--- config.mk ---
export PLATFORM = sky130hd
export DESIGN_NAME = alu_op_sequencer_flat
export DESIGN_NICKNAME = d
export VERILOG_FILES = /design/src/rtl/alu_op_sequencer_if.sv /design/src/rtl/alu_op_sequencer.sv /design/src/flat_wrapper.sv
export SDC_FILE = /design/constraint.sdc
export NUM_CORES = 1
export LEC_CHECK = 0
export ABC_AREA = 1
export CAP_MARGIN = 20
export CELL_PAD_IN_SITES_DETAIL_PLACEMENT = 1
export CELL_PAD_IN_SITES_GLOBAL_PLACEMENT = 1
export CORE_ASPECT_RATIO = 1.75
export CORE_MARGIN = 5
export CORE_UTILIZATION = 42
export CTS_BUF_LIST = sky130_fd_sc_hd__clkbuf_8
export DETAILED_ROUTE_END_ITERATION = 12
export DONT_BUFFER_PORTS = 1
export PLACE_DENSITY_LB_ADDON = 0.1
export SLEW_MARGIN = 5
export SYNTH_ARGS = -nofsm -noshare
export SYNTH_HDL_FRONTEND = slang
export SYNTH_SLANG_ARGS = --single-unit
--- constraint.sdc ---
create_clock -name clk -period 2 [get_ports clk]
set_input_delay 0.2 -clock clk [delete_from_list [all_inputs] [get_ports clk]]
set_output_delay 0.2 -clock clk [all_outputs]
set_load 0.02 [all_outputs]
--- src/rtl/alu_op_sequencer_if.sv ---
// Instruction handshake and ALU operand/result bus between the sequencer and its environment.
// The master modport is the sequencer side; the slave modport is the instruction source plus ALU.
interface alu_op_sequencer_if #(
    parameter int unsigned REG_AW = 2
);
    localparam int unsigned INSTR_W = 3 + 3 * REG_AW;

    logic               in_valid;
    logic               in_ready;
    logic [INSTR_W-1:0] in_instr;
    logic [2:0]         alu_op;
    logic [7:0]         alu_a;
    logic [7:0]         alu_b;
    logic [7:0]         alu_res;
    logic               alu_ac;
    logic               alu_c;
    logic               alu_z;
    logic               alu_s;

    modport master (
        input  in_valid, in_instr, alu_res, alu_ac, alu_c, alu_z, alu_s,
        output in_ready, alu_op, alu_a, alu_b
    );

    modport slave (
        output in_valid, in_instr, alu_res, alu_ac, alu_c, alu_z, alu_s,
        input  in_ready, alu_op, alu_a, alu_b
    );
endinterface

--- src/rtl/alu_op_sequencer.sv ---
// Initiator for an 8-bit combinational ALU: fetches operands from a small register file,
// holds them for a settle time, then writes back the result and latches the flags.
module alu_op_sequencer #(
    parameter int unsigned REG_AW        = 2,
    parameter int unsigned SETTLE_CYCLES = 1
) (
    input  logic                 clk,
    input  logic                 rst,
    alu_op_sequencer_if.master   bus,
    input  logic                 ld_en,
    input  logic [REG_AW-1:0]    ld_addr,
    input  logic [7:0]           ld_data,
    input  logic [REG_AW-1:0]    rd_addr,
    output logic [7:0]           rd_data,
    output logic                 flag_ac,
    output logic                 flag_c,
    output logic                 flag_z,
    output logic                 flag_s,
    output logic                 done,
    output logic [7:0]           res_q
);
    localparam int unsigned NREG    = 1 << REG_AW;
    localparam int unsigned DW      = 8;
    localparam int unsigned CNT_W   = 4;
    localparam int unsigned INSTR_W = 3 + 3 * REG_AW;
    localparam logic [2:0]  OP_ADD  = 3'b000;
    localparam logic [2:0]  OP_SUB  = 3'b001;

    typedef enum logic {S_IDLE, S_WAIT} state_e;

    state_e              state_q, state_d;
    logic [CNT_W-1:0]    cnt_q, cnt_d;
    logic [REG_AW-1:0]   rd_q, rd_d;
    logic [2:0]          op_q, op_d;
    logic [DW-1:0]       a_q, a_d;
    logic [DW-1:0]       b_q, b_d;
    logic [DW-1:0]       res_r_q, res_d;
    logic [3:0]          flags_q, flags_d;   // {ac, c, z, s}
    logic                done_q, done_d;
    logic [DW-1:0]       regs_q [NREG];
    logic [DW-1:0]       regs_d [NREG];

    logic [INSTR_W-1:0]  instr;
    logic [2:0]          instr_op;
    logic [REG_AW-1:0]   instr_rd, instr_rs1, instr_rs2;

    assign instr     = bus.in_instr;
    assign instr_op  = instr[INSTR_W-1 -: 3];
    assign instr_rd  = instr[3*REG_AW-1 -: REG_AW];
    assign instr_rs1 = instr[2*REG_AW-1 -: REG_AW];
    assign instr_rs2 = instr[REG_AW-1:0];

    // Next-state and datapath; the writeback assignment follows the load so it wins on a clash.
    always_comb begin
        state_d = state_q;
        cnt_d   = cnt_q;
        rd_d    = rd_q;
        op_d    = op_q;
        a_d     = a_q;
        b_d     = b_q;
        res_d   = res_r_q;
        flags_d = flags_q;
        done_d  = 1'b0;
        regs_d  = regs_q;

        if (ld_en) begin
            regs_d[ld_addr] = ld_data;
        end

        case (state_q)
            S_IDLE: begin
                if (bus.in_valid) begin
                    op_d    = instr_op;
                    rd_d    = instr_rd;
                    a_d     = regs_q[instr_rs1];
                    b_d     = regs_q[instr_rs2];
                    cnt_d   = CNT_W'(SETTLE_CYCLES - 1);
                    state_d = S_WAIT;
                end
            end
            S_WAIT: begin
                if (cnt_q != '0) begin
                    cnt_d = cnt_q - CNT_W'(1);
                end else begin
                    regs_d[rd_q] = bus.alu_res;
                    res_d        = bus.alu_res;
                    flags_d[1]   = bus.alu_z;
                    // Carry, aux-carry and sign only mean something for arithmetic ops.
                    if (op_q == OP_ADD || op_q == OP_SUB) begin
                        flags_d[3] = bus.alu_ac;
                        flags_d[2] = bus.alu_c;
                        flags_d[0] = bus.alu_s;
                    end
                    done_d  = 1'b1;
                    state_d = S_IDLE;
                end
            end
            default: state_d = S_IDLE;
        endcase
    end

    always_ff @(posedge clk or posedge rst) begin
        if (rst) begin
            state_q <= S_IDLE;
            cnt_q   <= '0;
            rd_q    <= '0;
            op_q    <= '0;
            a_q     <= '0;
            b_q     <= '0;
            res_r_q <= '0;
            flags_q <= '0;
            done_q  <= 1'b0;
            regs_q  <= '{default: '0};
        end else begin
            state_q <= state_d;
            cnt_q   <= cnt_d;
            rd_q    <= rd_d;
            op_q    <= op_d;
            a_q     <= a_d;
            b_q     <= b_d;
            res_r_q <= res_d;
            flags_q <= flags_d;
            done_q  <= done_d;
            regs_q  <= regs_d;
        end
    end

    assign bus.in_ready = (state_q == S_IDLE);
    assign bus.alu_op   = op_q;
    assign bus.alu_a    = a_q;
    assign bus.alu_b    = b_q;
    assign rd_data      = regs_q[rd_addr];
    assign res_q        = res_r_q;
    assign done         = done_q;
    assign flag_ac      = flags_q[3];
    assign flag_c       = flags_q[2];
    assign flag_z       = flags_q[1];
    assign flag_s       = flags_q[0];
endmodule

--- src/flat_wrapper.sv ---
// flat-port wrapper written by rule: the top's interface ports become plain ports
module alu_op_sequencer_flat 
#(
    parameter int unsigned REG_AW        = 2,
    parameter int unsigned SETTLE_CYCLES = 1
)
  (clk, rst, ld_en, ld_addr, ld_data, rd_addr, rd_data, flag_ac, flag_c, flag_z, flag_s, done, res_q, bus_in_valid, bus_in_instr, bus_alu_res, bus_alu_ac, bus_alu_c, bus_alu_z, bus_alu_s, bus_in_ready, bus_alu_op, bus_alu_a, bus_alu_b);
  alu_op_sequencer_if #(.REG_AW(REG_AW)) bus_i ();
  input  logic clk;
  input  logic rst;
  input  logic ld_en;
  input  logic [REG_AW-1:0] ld_addr;
  input  logic [7:0] ld_data;
  input  logic [REG_AW-1:0] rd_addr;
  output logic [7:0] rd_data;
  output logic flag_ac;
  output logic flag_c;
  output logic flag_z;
  output logic flag_s;
  output logic done;
  output logic [7:0] res_q;
  input wire logic [$bits(bus_i.in_valid)-1:0] bus_in_valid;
  input wire logic [$bits(bus_i.in_instr)-1:0] bus_in_instr;
  input wire logic [$bits(bus_i.alu_res)-1:0] bus_alu_res;
  input wire logic [$bits(bus_i.alu_ac)-1:0] bus_alu_ac;
  input wire logic [$bits(bus_i.alu_c)-1:0] bus_alu_c;
  input wire logic [$bits(bus_i.alu_z)-1:0] bus_alu_z;
  input wire logic [$bits(bus_i.alu_s)-1:0] bus_alu_s;
  output wire logic [$bits(bus_i.in_ready)-1:0] bus_in_ready;
  output wire logic [$bits(bus_i.alu_op)-1:0] bus_alu_op;
  output wire logic [$bits(bus_i.alu_a)-1:0] bus_alu_a;
  output wire logic [$bits(bus_i.alu_b)-1:0] bus_alu_b;
  assign bus_i.in_valid = bus_in_valid;
  assign bus_i.in_instr = bus_in_instr;
  assign bus_i.alu_res = bus_alu_res;
  assign bus_i.alu_ac = bus_alu_ac;
  assign bus_i.alu_c = bus_alu_c;
  assign bus_i.alu_z = bus_alu_z;
  assign bus_i.alu_s = bus_alu_s;
  assign bus_in_ready = bus_i.in_ready;
  assign bus_alu_op = bus_i.alu_op;
  assign bus_alu_a = bus_i.alu_a;
  assign bus_alu_b = bus_i.alu_b;
  alu_op_sequencer #(.REG_AW(REG_AW), .SETTLE_CYCLES(SETTLE_CYCLES)) u_core (.clk(clk), .rst(rst), .bus(bus_i), .ld_en(ld_en), .ld_addr(ld_addr), .ld_data(ld_data), .rd_addr(rd_addr), .rd_data(rd_data), .flag_ac(flag_ac), .flag_c(flag_c), .flag_z(flag_z), .flag_s(flag_s), .done(done), .res_q(res_q));
endmodule
After elaboration in Yosys (flattened, before gate mapping)
Index checks and enable logic that the tools add are counted.
{"block": "totals", "reg_bits": 71, "elab_cells": 67}
{"block": "op_classes", "n_addsub": 1, "order_cmp": 7, "n_eq_ne": 3, "muxes": 26, "n_bitwise": 7, "n_reduce_logical": 9}
{"operator": "two-way mux 32 bit", "count": 3}
{"operator": "bitwise mux 32 bit", "count": 2}
{"operator": "two-way mux 8 bit", "count": 8}
{"operator": "binary-select mux 8 bit (select 2 bit)", "count": 3}
{"operator": "demux 8 bit (select 2 bit)", "count": 2}
{"operator": ">= comparator 3 bit, second input constant", "count": 5}
{"operator": "NOT 2 -> 3 bit", "count": 5}
{"operator": "two-way mux 4 bit", "count": 2}
{"operator": "one-hot mux 4 bit (2 select lines)", "count": 1}
{"operator": "< comparator 3 x 1 -> 1 bit, second input constant", "count": 2}
{"operator": "AND reduction 2 bit", "count": 3}
{"operator": "two-way mux 1 bit", "count": 4}
{"operator": "!= test 2 bit, second input constant", "count": 2}
{"operator": "nonzero test 4 bit", "count": 1}
{"operator": "subtractor 4 x 1 -> 4 bit, second input constant", "count": 1}
{"operator": "equality test 3 x 1 -> 1 bit, second input constant", "count": 1}
{"operator": "zero test 3 bit", "count": 1}
{"operator": "AND reduction 3 bit", "count": 1}
{"operator": "logical AND 1 bit", "count": 2}
{"operator": "NOT 1 bit", "count": 2}
{"operator": "one-hot mux 1 bit (2 select lines)", "count": 1}
{"operator": "logical OR 1 bit", "count": 1}

Longest topological paths before layout
{"block": "logic_depth", "word_depth": 10, "mapped_depth": 8}

Least setup slack after synthesis
OpenSTA, ideal clock, no wires.
{"block": "synth_path", "kind": "flip-flop to flip-flop", "startpoint": "register u_core.cnt_q[0]", "endpoint": "register u_core.regs_q[0] (netlist bit)", "setup_ns": 0.118, "arrival_time_ns": 1.292, "t_required_ns": 1.882, "setup_slack_ns": 0.590, "stages_incl_launch_ff": 8, "n_path_buf": 0, "cell_sequence": "dfrtp_1 -> inv_1 -> ha_1 -> nand2_1 -> nor2_1 -> nand3_1 -> nand2_1 -> nand2_1"}
{"item": "start: declaration", "line": "alu_op_sequencer.sv:32", "text": "logic [CNT_W-1:0] cnt_q, cnt_d;"}
{"item": "start signal: assignment", "line": "alu_op_sequencer.sv:116", "text": "cnt_q <= cnt_d;"}
{"item": "end signal: assignment", "line": "alu_op_sequencer.sv:124", "text": "regs_q <= regs_d;"}
{"item": "end: declaration", "line": "alu_op_sequencer.sv:40", "text": "logic [DW-1:0] regs_q [NREG];"}

==> impl_metrics.json <==
{
  "drtIter0Drc": 150,
  "irDropWorstVdd_uv": 503.0,
  "setup_tns_ns": 0,
  "slew_headroom": 0.6139,
  "ioPinCount": 78,
  "rr_worst_depth": 7,
  "finalNetCount": 676,
  "hp-start": "bus_alu_res[3]",
  "status": "finished clean",
  "ys_seq_area_frac": 0.4197,
  "max_stage_delay_ns": 0.39,
  "dieArea_um2": 12260,
  "yosys_most_used_dff": "dfrtp_1",
  "vias": 4097,
  "path_common_cell": "nand2_1",
  "worstPathMaxFanout": 8,
  "multiInputGateArea_um2": 2112,
  "worstPathArrival_ns": 1.90,
  "synth_top_area_frac": 0.4197,
  "r2r-start": "u_core.cnt_q[0]$_DFFE_PP0P_",
  "whs_ns": 0.01947,
  "fp.coreArea_um2": 9849,
  "cts_tree": "built",
  "crit_path_start_kind": "flop",
  "grt_pass1_wl_um": 22420,
  "rrSetupSlack_ns": 0.33,
  "grt_max_degree": 44,
  "fin_cells": 767,
  "wirelength_um": 13930,
  "post-route-min-period_ns": 1.666,
  "max_freq_ghz": 0.6001,
  "min_to": "u_core.regs_q[3]$_DFF_PP0_",
  "ys_types": 25,
  "vias_per_cell": 5.342,
  "fin_skew_ns": 0.01079,
  "gr-total-overflow": 0,
  "maxCapViolCount": 0,
  "fin_ws_ns": 0.3335,
  "avgSynthCellArea_um2": 6.687,
  "synth_adder_area_share": 0.002956,
  "postLayoutCellArea_um2": 4671,
  "first_global_vias": 4368,
  "yosys.area_share.xor_xnor": 0.002069,
  "track_usage": 0.2351,
  "postRouteAntennaNets": 0,
  "register_area_um2": 1777,
  "p_total_mw": 4.364,
  "synth_area_leader_cell": "dfrtp_1",
  "crit_required_ns": 2.23,
  "synthSimpleGateAreaFrac": 0.4573,
  "finalCritPeriodShare": 0.8332,
  "tightest_slew_ns": 0.5792,
  "p_comb_frac": 0.249,
  "grt_antenna_before_repair": 0,
  "die_y_um": 142.8,
  "swShare": 0.3773,
  "fin_util": 0.4742,
  "clock_path_buffers": 2,
  "rsz0062_at_grt": "false",
  "nFillCells": 1328,
  "dpl-instance-area_um2": 4289,
  "syn_to_final_growth_pct": 10.35,
  "internal_power_mw": 2.718,
  "diodes": 0,
  "cts_made_buffers": 9,
  "path_delay_family": "simple AND/OR/NAND/NOR gates",
  "setup_viol": 0,
  "dp_cells": 734,
  "path_class": "flop to flop",
  "dp_hpwl_um": 10770,
  "synth_area_leaders": "dfrtp_1 (42%), nand2_1 (29%), nand3_1 (9.2%)",
  "synth_area_um2": 4233,
  "p_leak_nw": 2.605,
  "synthArstFlopShare": 1.000,
  "cts_root_buf": "clkbuf_8",
  "detail_route.first_pass.iterations": 4,
  "holdPathStages": 2,
  "drc": 0,
  "drv_slew": 0,
  "clk_latency_ns": 0.35,
  "post-cts-setup-buffers": 0,
  "port_buffers": 0,
  "hp-class": "input port to flop",
  "power_density_nw_per_um2": 934.4,
  "gp_congestion": 0.8573,
  "critPathBufInv": 1,
  "drive_gt1_frac": 0.05607,
  "dp_slack_ns": 0.2199,
  "yosysMostFrequentCell": "nand2_1",
  "h-tree-depth": 3,
  "synth-edff-count": 0,
  "cts.clk_slew.worst_paths_ns": 0.07,
  "synthCells": 633,
  "p_clk_frac": 0.271,
  "slowest_stage": "dfrtp_1",
  "ys_seq_elements": 71,
  "yosysWarnings": 0,
  "crit_path_end_kind": "flop",
  "crit_chain": "inv_1 -> ha_1 -> nand2_1 -> nor2_1 -> nand3_2 -> nand2_1 -> nand2_1",
  "die_x_um": 85.89,
  "synthTopCellsByCount": "nand2_1 (330), nand3_1 (78), dfrtp_1 (71), inv_1 (43), nand4_1 (33)",
  "p_seq_frac": 0.480,
  "synth_compound_area_frac": 0.03547,
  "synth_top_family_by_area": "simple AND/OR/NAND/NOR gates",
  "syn_nets": 671,
  "initial_utilization": 0.4298,
  "clkSinkCount": 71,
  "routedWlPerCell_um": 18.16,
  "synthMuxAreaShare": 0,
  "num_rows": 48,
  "hold_violations": 0,
  "switchingPower_mw": 1.647,
  "timing.rr.end": "u_core.regs_q[3]$_DFF_PP0_"
}
==> per-layer routing <==
metal | wire, um | vias to the layer above | track usage
met5 | 0 | - | 0
met4 | 324 | 0 | 0.07756
met3 | 571 | 19 | 0.05312
met2 | 7874 | 76 | 0.4591
met1 | 5156 | 1979 | 0.2388
li1 | - | 2023 | -
==> kinds of logic after synthesis <==
group,after synthesis
AOI/OAI and AO/OA,26
xor gates and xnor gates,1
adders and majority gates,1
buffers and inverters,80
DFF,71
and+or+nand+nor,454
==> power by group through the flow <==
stage / registers [mW] / logic (mW) / clock network, mW
detailed placement: 2.13 / 1.06 / 0
floorplan: 2.04 / 0.862 / 0
CTS: 2.10 / 1.10 / 1.21
finish: 2.10 / 1.09 / 1.18
global placement: 2.12 / 1.00 / 0
global route: 2.14 / 1.26 / 1.28
==> layout by cell type (no fill, tap or decap), types with 2 or more instances in the layout <==
cell type	count
dlygate4sd3_1	18
o211ai_1	8
nor2_2	2
nand4_1	33
nor2_1	4
buf_4	6
o21ai_0	10
inv_2	6
clkbuf_8	11
clkinv_2	3
nand2_1	330
nand3_1	77
inv_1	42
a21oi_1	8
nand3_2	2
dfrtp_1	71
==> sequential cells by signal (all words and copies together), names as in the netlist <==
name,cells
u_core.flags_q,4
u_core.cnt_q,4
u_core.bus.alu_b,8
u_core.regs_q,32
u_core.rd_q,2
u_core.bus.alu_a,8
u_core.bus.alu_op,3
u_core.state_q,1
u_core.res_q,8
u_core.done,1
==> repair_timing <==
action                                 CTS  global route
hold buffers                            18             0
setup endpoints to repair                0             1
gates resized for setup                  0             1
endpoints found under the hold margin  118             0
==> layout make-up <==
cell class / count / share of cell area
Tap cell: 125 / 0.03349
Clock buffer: 11 / 0.03241
Inverter: 49 / 0.03938
Multi-Input combinational cell: 482 / 0.4522
Sequential cell: 71 / 0.3804
Clock inverter: 4 / 0.009644
Timing Repair Buffer: 25 / 0.05250
==> worst register-to-register path, cell delays in order, from the launching register on <==
cell,delay (ns)
dfrtp_1,0.39
inv_1,0.11
ha_1,0.26
nand2_1,0.08
nor2_1,0.26
nand3_2,0.26
nand2_1,0.13
nand2_1,0.07
==> how the worst max path moves through the flow <==
| stage | end | cells after the start | slack [ns] | startpoint |
|---|---|---|---|---|
| after floorplan | u_core.bus.alu_a[0]$_DFFE_PP0P_ | 1 | 0.003 | rst |
| after global placement | u_core.regs_q[6]$_DFF_PP0_ | 7 | 0.38 | u_core.cnt_q[0]$_DFFE_PP0P_ |
| after detailed placement | u_core.regs_q[3]$_DFF_PP0_ | 7 | 0.22 | u_core.cnt_q[0]$_DFFE_PP0P_ |
| after CTS | u_core.regs_q[3]$_DFF_PP0_ | 7 | 0.20 | u_core.cnt_q[0]$_DFFE_PP0P_ |
| after global routing | u_core.regs_q[3]$_DFF_PP0_ | 7 | 0.12 | u_core.cnt_q[0]$_DFFE_PP0P_ |
| final | u_core.regs_q[3]$_DFF_PP0_ | 7 | 0.33 | u_core.cnt_q[0]$_DFFE_PP0P_ |
No activity file was read; power rests on OpenSTA's default activity.
